==> src/rtl/aes_sched_if.sv <==
// Bundle of requester and core signals around the AES scheduler.
// The clients and the core model use the master modport. The scheduler uses the slave modport.
interface aes_sched_if #(
  parameter int NREQ = 4,
  parameter int DW   = 128
);
  logic [NREQ-1:0]    req_valid;
  logic [2*NREQ-1:0]  req_func;
  logic [DW*NREQ-1:0] req_key;
  logic [DW*NREQ-1:0] req_data;
  logic [NREQ-1:0]    req_ready;
  logic [NREQ-1:0]    rsp_valid;
  logic [DW-1:0]      rsp_data;
  logic               rsp_err;
  logic               core_enable;
  logic [1:0]         core_func;
  logic [DW-1:0]      core_data;
  logic               core_ready;
  logic [DW-1:0]      core_result;

  modport master (
    output req_valid, req_func, req_key, req_data, core_ready, core_result,
    input  req_ready, rsp_valid, rsp_data, rsp_err, core_enable, core_func, core_data
  );

  modport slave (
    input  req_valid, req_func, req_key, req_data, core_ready, core_result,
    output req_ready, rsp_valid, rsp_data, rsp_err, core_enable, core_func, core_data
  );
endinterface

==> src/rtl/aes_sched.sv <==
// Round-robin scheduler that shares one AES core among NREQ requesters.
// It keeps the last expanded key. A cipher or icipher request with a different key
// gets a key expansion first.
// Each state's actions appear on the registered outputs in the cycle after that state.
module aes_sched #(
  parameter int NREQ = 4,
  parameter int DW   = 128
) (
  input  logic         clk,
  input  logic         rst,
  aes_sched_if.slave   bus,
  output logic         busy
);

  localparam int IW = (NREQ > 1) ? $clog2(NREQ) : 1;

  typedef enum logic [2:0] {
    IDLE,
    CHECK,
    KISSUE,
    KWAIT,
    DISSUE,
    DWAIT,
    RESP
  } state_t;

  state_t          state, state_nxt;
  logic [IW-1:0]   rr;
  logic [IW-1:0]   gidx;
  logic [IW-1:0]   grant_idx;
  logic            grant_found;
  logic [NREQ-1:0] grant_onehot;
  logic [NREQ-1:0] owner_onehot;
  logic [1:0]      func_reg;
  logic [DW-1:0]   key_cap;
  logic [DW-1:0]   data_cap;
  logic [DW-1:0]   key_reg;
  logic            key_valid;
  logic            key_hit;
  logic [DW-1:0]   res_reg;

  assign key_hit      = key_valid && (key_reg == key_cap);
  assign grant_onehot = NREQ'(1) << grant_idx;
  assign owner_onehot = NREQ'(1) << gidx;

  // Round-robin search that starts one past the last grant and wraps around.
  always_comb begin
    int            idx;
    logic [IW-1:0] sel;
    grant_found = 1'b0;
    grant_idx   = '0;
    idx         = 0;
    sel         = '0;
    for (int i = 1; i <= NREQ; i++) begin
      idx = int'(rr) + i;
      if (idx >= NREQ) idx = idx - NREQ;
      sel = IW'(idx);
      if (!grant_found && bus.req_valid[sel]) begin
        grant_found = 1'b1;
        grant_idx   = sel;
      end
    end
  end

  // Next-state logic for the request sequencer.
  always_comb begin
    state_nxt = state;
    case (state)
      IDLE:   if (grant_found) state_nxt = CHECK;
      CHECK: begin
        if (func_reg == 2'd0)      state_nxt = RESP;
        else if (func_reg == 2'd1) state_nxt = KISSUE;
        else if (key_hit)          state_nxt = DISSUE;
        else                       state_nxt = KISSUE;
      end
      KISSUE: state_nxt = KWAIT;
      KWAIT:  if (bus.core_ready) state_nxt = (func_reg == 2'd1) ? RESP : DISSUE;
      DISSUE: state_nxt = DWAIT;
      DWAIT:  if (bus.core_ready) state_nxt = RESP;
      RESP:   state_nxt = IDLE;
      default: state_nxt = IDLE;
    endcase
  end

  // State register. Reset aborts any operation in flight.
  always_ff @(posedge clk or negedge rst) begin
    if (!rst) state <= IDLE;
    else      state <= state_nxt;
  end

  // Request capture, round-robin pointer, key cache and result holding register.
  always_ff @(posedge clk or negedge rst) begin
    if (!rst) begin
      rr        <= IW'(NREQ - 1);
      gidx      <= '0;
      func_reg  <= 2'd0;
      key_cap   <= '0;
      data_cap  <= '0;
      key_reg   <= '0;
      key_valid <= 1'b0;
      res_reg   <= '0;
    end else begin
      case (state)
        IDLE: begin
          if (grant_found) begin
            rr       <= grant_idx;
            gidx     <= grant_idx;
            func_reg <= bus.req_func[int'(grant_idx)*2 +: 2];
            key_cap  <= bus.req_key[int'(grant_idx)*DW +: DW];
            data_cap <= bus.req_data[int'(grant_idx)*DW +: DW];
          end
        end
        KWAIT: begin
          if (bus.core_ready) begin
            key_reg   <= key_cap;
            key_valid <= 1'b1;
          end
        end
        DWAIT: begin
          if (bus.core_ready) res_reg <= bus.core_result;
        end
        default: ;
      endcase
    end
  end

  // Registered outputs. Pulses last one cycle, and core_data/core_func/rsp_data hold between uses.
  always_ff @(posedge clk or negedge rst) begin
    if (!rst) begin
      bus.req_ready   <= '0;
      bus.rsp_valid   <= '0;
      bus.rsp_data    <= '0;
      bus.rsp_err     <= 1'b0;
      bus.core_enable <= 1'b0;
      bus.core_func   <= 2'd0;
      bus.core_data   <= '0;
      busy            <= 1'b0;
    end else begin
      bus.req_ready   <= '0;
      bus.rsp_valid   <= '0;
      bus.rsp_err     <= 1'b0;
      bus.core_enable <= 1'b0;
      busy            <= (state_nxt != IDLE);
      case (state)
        IDLE: if (grant_found) bus.req_ready <= grant_onehot;
        KISSUE: begin
          bus.core_enable <= 1'b1;
          bus.core_func   <= 2'd1;
          bus.core_data   <= key_cap;
        end
        DISSUE: begin
          bus.core_enable <= 1'b1;
          bus.core_func   <= func_reg;
          bus.core_data   <= data_cap;
        end
        RESP: begin
          bus.rsp_valid <= owner_onehot;
          bus.rsp_err   <= (func_reg == 2'd0);
          bus.rsp_data  <= (func_reg[1]) ? res_reg : '0;
        end
        default: ;
      endcase
    end
  end

endmodule

==> src/flat_wrapper.sv <==
// flat-port wrapper written by rule: the top's interface ports become plain ports
module aes_sched_flat 
#(
  parameter int NREQ = 4,
  parameter int DW   = 128
)
  (clk, rst, busy, bus_req_valid, bus_req_func, bus_req_key, bus_req_data, bus_core_ready, bus_core_result, bus_req_ready, bus_rsp_valid, bus_rsp_data, bus_rsp_err, bus_core_enable, bus_core_func, bus_core_data);
  aes_sched_if #(.NREQ(NREQ), .DW(DW)) bus_i ();
  input  logic clk;
  input  logic rst;
  output logic busy;
  input wire logic [$bits(bus_i.req_valid)-1:0] bus_req_valid;
  input wire logic [$bits(bus_i.req_func)-1:0] bus_req_func;
  input wire logic [$bits(bus_i.req_key)-1:0] bus_req_key;
  input wire logic [$bits(bus_i.req_data)-1:0] bus_req_data;
  input wire logic [$bits(bus_i.core_ready)-1:0] bus_core_ready;
  input wire logic [$bits(bus_i.core_result)-1:0] bus_core_result;
  output wire logic [$bits(bus_i.req_ready)-1:0] bus_req_ready;
  output wire logic [$bits(bus_i.rsp_valid)-1:0] bus_rsp_valid;
  output wire logic [$bits(bus_i.rsp_data)-1:0] bus_rsp_data;
  output wire logic [$bits(bus_i.rsp_err)-1:0] bus_rsp_err;
  output wire logic [$bits(bus_i.core_enable)-1:0] bus_core_enable;
  output wire logic [$bits(bus_i.core_func)-1:0] bus_core_func;
  output wire logic [$bits(bus_i.core_data)-1:0] bus_core_data;
  assign bus_i.req_valid = bus_req_valid;
  assign bus_i.req_func = bus_req_func;
  assign bus_i.req_key = bus_req_key;
  assign bus_i.req_data = bus_req_data;
  assign bus_i.core_ready = bus_core_ready;
  assign bus_i.core_result = bus_core_result;
  assign bus_req_ready = bus_i.req_ready;
  assign bus_rsp_valid = bus_i.rsp_valid;
  assign bus_rsp_data = bus_i.rsp_data;
  assign bus_rsp_err = bus_i.rsp_err;
  assign bus_core_enable = bus_i.core_enable;
  assign bus_core_func = bus_i.core_func;
  assign bus_core_data = bus_i.core_data;
  aes_sched #(.NREQ(NREQ), .DW(DW)) u_core (.clk(clk), .rst(rst), .bus(bus_i), .busy(busy));
endmodule
==> config.mk <==
export PLATFORM = sky130hd
export DESIGN_NAME = aes_sched_flat
export DESIGN_NICKNAME = d
export VERILOG_FILES = /design/src/rtl/aes_sched_if.sv /design/src/rtl/aes_sched.sv /design/src/flat_wrapper.sv
export SDC_FILE = /design/constraint.sdc
export NUM_CORES = 2
export LEC_CHECK = 0
export CORE_AREA = 2 2 566 568
export CTS_CLUSTER_SIZE = 16
export DETAILED_ROUTE_END_ITERATION = 6
export DIE_AREA = 0 0 568 570
export SYNTH_ARGS = -nofsm -noshare
export SYNTH_HDL_FRONTEND = slang
export SYNTH_SLANG_ARGS = --single-unit
==> constraint.sdc <==
create_clock -name clk -period 2.7 [get_ports clk]
set_input_delay 0.54 -clock clk [delete_from_list [all_inputs] [get_ports clk]]
set_output_delay 0.54 -clock clk [all_outputs]
set_load 0.005 [all_outputs]
==> out/metrics.cfg <==
[power]
irDropWorstVdd_mv = 0.567
p_leak_uw = 0.0283
power_density_mw_per_mm2 = 1150

[die]
fp.dieW_microns = 568
die_h_microns = 570
initial_core_util = 0.125
rows = 207
core_sq_mm = 0.317
pin_count = 1436
die_area_sq_mm = 0.324

[final_layout]
nets = 7627
area_delta_synth_final_pct = 67.9
drive_gt1_frac = 0.137
postLayoutCoreUtil = 0.210
fillers = 35100

[timing]
hold_violations = 0
min_period_ns = 2.71
rsz0062_at_grt = true
skew_ns = 0.0440
period_share = 1.00
relSlewSlack = 0.383
fin_hold_ws_ns = 0.188
fmax_mhz = 369
setup_viol = 1
setup_ws_ns = -0.00883
finalMaxSlewViolations = 0
timing.setup.tns_ns = -0.00883
tightest_slew_ns = 0.923

[synth]
synth.top_cell.area_share = 0.497
synth.distinct_cells = 50
avgSynthCellArea_sq_um = 8.25
synthTopCellsByCount = nand2_1 (1833), dfrtp_1 (789), o21ai_0 (650)
yosysMostFrequentCell = nand2_1
syn_nets = 5979
synth_top_area_cell = dfrtp_1
syn_inst = 4812
synthFlopType = dfrtp_1
async_flop_share = 1.00
ys_seq_elements = 791
synth_edf_count = 0
synth_area_sq_mm = 0.0397
yosys-top-cells-area = dfrtp_1 (50%), nand2_1 (17%), o21ai_0 (8.2%)
yosys_warnings = 0
ys_seq_area_frac = 0.499

[place]
gp_congestion = 0.902
dp_hpwl_microns = 266000
io_buffers = 1435

[cts]
clock_latency_ns = 0.84
root_buffer = clkbuf_16
clockBufferDepth = 4
cts_inserted_buffers = 108
clkSinkCount = 791
cts_tree = done
cts-htree-levels = 3
clk_pin_slew_ns = 0.07

[critical_path]
reg2reg_slack_ns = -0.009
timing.rr.start = u_core.key_cap[103]$_DFFE_PN0P_
cp-start-kind = flip-flop
slowest_delay_ns = 0.56
criticalPathCategory = reg2reg
cpLargestDelayFamily = simple AND/OR/NAND/NOR gates
cp_max_fo = 3
crit_chain = nand2b_1 -> o2111ai_1 -> nor4_4 -> nand4_1 -> nor4_4 -> buf_4 -> nand4_1 -> nor2b_4 -> or3_1
reg2regPathDepth = 9
regToRegEndpoint = u_core.busy$_DFF_PN0_
critPathRequiredTime_ns = 3.42
slowest_stage = dfrtp_1
crit_arrival_ns = 3.43
cp_num_buf_inv = 1
end_kind = flip-flop

[status]
violations = DRC, setup timing
status = finished with violations

[global_routing]
overflow = 0
antenna_found_initial = 270
grt_max_degree = 125
track_usage = 0.185
first_global_vias = 41100
grt_pass1_wl_microns = 396000

[routing]
drt-initial-drc-count = 2888
vias = 41400
drtPass1Iterations = 7
drc = 2
drt-total-wl_microns = 309000
ant_nets = 0
vias_per_cell = 3.83
wl_per_cell_microns = 28.6

[min_path]
hp-class = in2async

[flow_run]
cap_violations = 0

[timing repair]
action | CTS | global route
setup buffers | 0 | 1
setup endpoints to repair | 3 | 8
resized for setup | 12 | 23
pin swaps | 1 | 7
endpoints found under the hold margin | 30 | 0
hold buffers | 1 | 0
[kinds of logic (layout without fill, tap and decap cells)]
group	Yosys count	in the layout	share of synthesized area
buffers and inverters	394	2123	0.0389
AND/OR/NAND/NOR	2334	2334	0.236
flip-flops	791	791	0.499
other	0	81	0
XOR/XNOR	70	70	0.0154
multiplexers	345	345	0.0943
AO/OA/AOI/OAI	878	878	0.117
[stage by stage]
stage	area, sq um	instances	total power, uW	worst slack (ns)
after global routing	66500	10700	82300	-0.101
after CTS	66400	10700	78800	-0.0766
after detailed placement	62700	10500	63000	-0.929
after global placement	62700	10500	62800	-0.927
after floorplan	39700	4812	36900	0.431
final	66700	10800	76700	-0.00883
[worst reg2reg max path, cell delays in order, from the launching register on]
cell and delay, ns:
dfrtp_1 0.56, nand2b_1 0.23, o2111ai_1 0.24, nor4_4 0.34
nand4_1 0.20, nor4_4 0.28, buf_4 0.16, nand4_1 0.09
nor2b_4 0.15, or3_1 0.35
[cell type report]
class	count	area, sq um	area share
flip-flops and latches	791	19800	0.297
repair buffers	1887	19000	0.286
multi-input cells	3627	18600	0.279
well taps	4180	5230	0.0785
clock buffers	146	3050	0.0457
clock inverters	45	568	0.00852
diodes	81	203	0.00304
inverters	45	180	0.00270
[worst max path at each step]
stage | to | cells after the start | slack, ns | from
after detailed placement | u_core.key_cap[84]$_DFFE_PN0P_ | 12 | -0.93 | bus_req_valid[0]
after floorplan | u_core.key_cap[105]$_DFFE_PN0P_ | 9 | 0.43 | bus_req_valid[0]
after global placement | u_core.key_cap[84]$_DFFE_PN0P_ | 12 | -0.93 | bus_req_valid[0]
final | u_core.busy$_DFF_PN0_ | 9 | -0.009 | u_core.key_cap[103]$_DFFE_PN0P_
after global routing | u_core.busy$_DFF_PN0_ | 11 | -0.10 | u_core.key_cap[67]$_DFFE_PN0P_
after CTS | u_core.busy$_DFF_PN0_ | 11 | -0.08 | u_core.key_cap[67]$_DFFE_PN0P_
[where the power goes]
| group | leakage (uW) | switching, uW | internal, uW |
|---|---|---|---|
| sequential | 0.00975 | 4710 | 17600 |
| combinational | 0.0168 | 22800 | 16500 |
| clock | 0.00176 | 6240 | 8850 |
[layer usage]
| metal | vias up | track usage | wire, microns |
|---|---|---|---|
| li1 | 19400 | - | - |
| met4 | 172 | 0.0646 | 11800 |
| met3 | 581 | 0.0715 | 28000 |
| met2 | 1695 | 0.308 | 144000 |
| met5 | - | 0 | 1160 |
| met1 | 19600 | 0.214 | 124000 |
[placed cells by master (no fill, tap or decap), types with 28 or more instances in the layout]
cell type / instances
nor2_1: 136
mux2_2: 234
nand3_1: 260
diode_2: 81
mux2i_1: 111
inv_1: 43
nand2b_1: 28
dfrtp_1: 783
buf_12: 101
buf_4: 348
clkbuf_16: 108
nand2_1: 1832
clkdlybuf4s50_1: 1434
o21ai_0: 644
xor2_1: 69
a21oi_1: 129
Power figures use the tool's default switching activity.
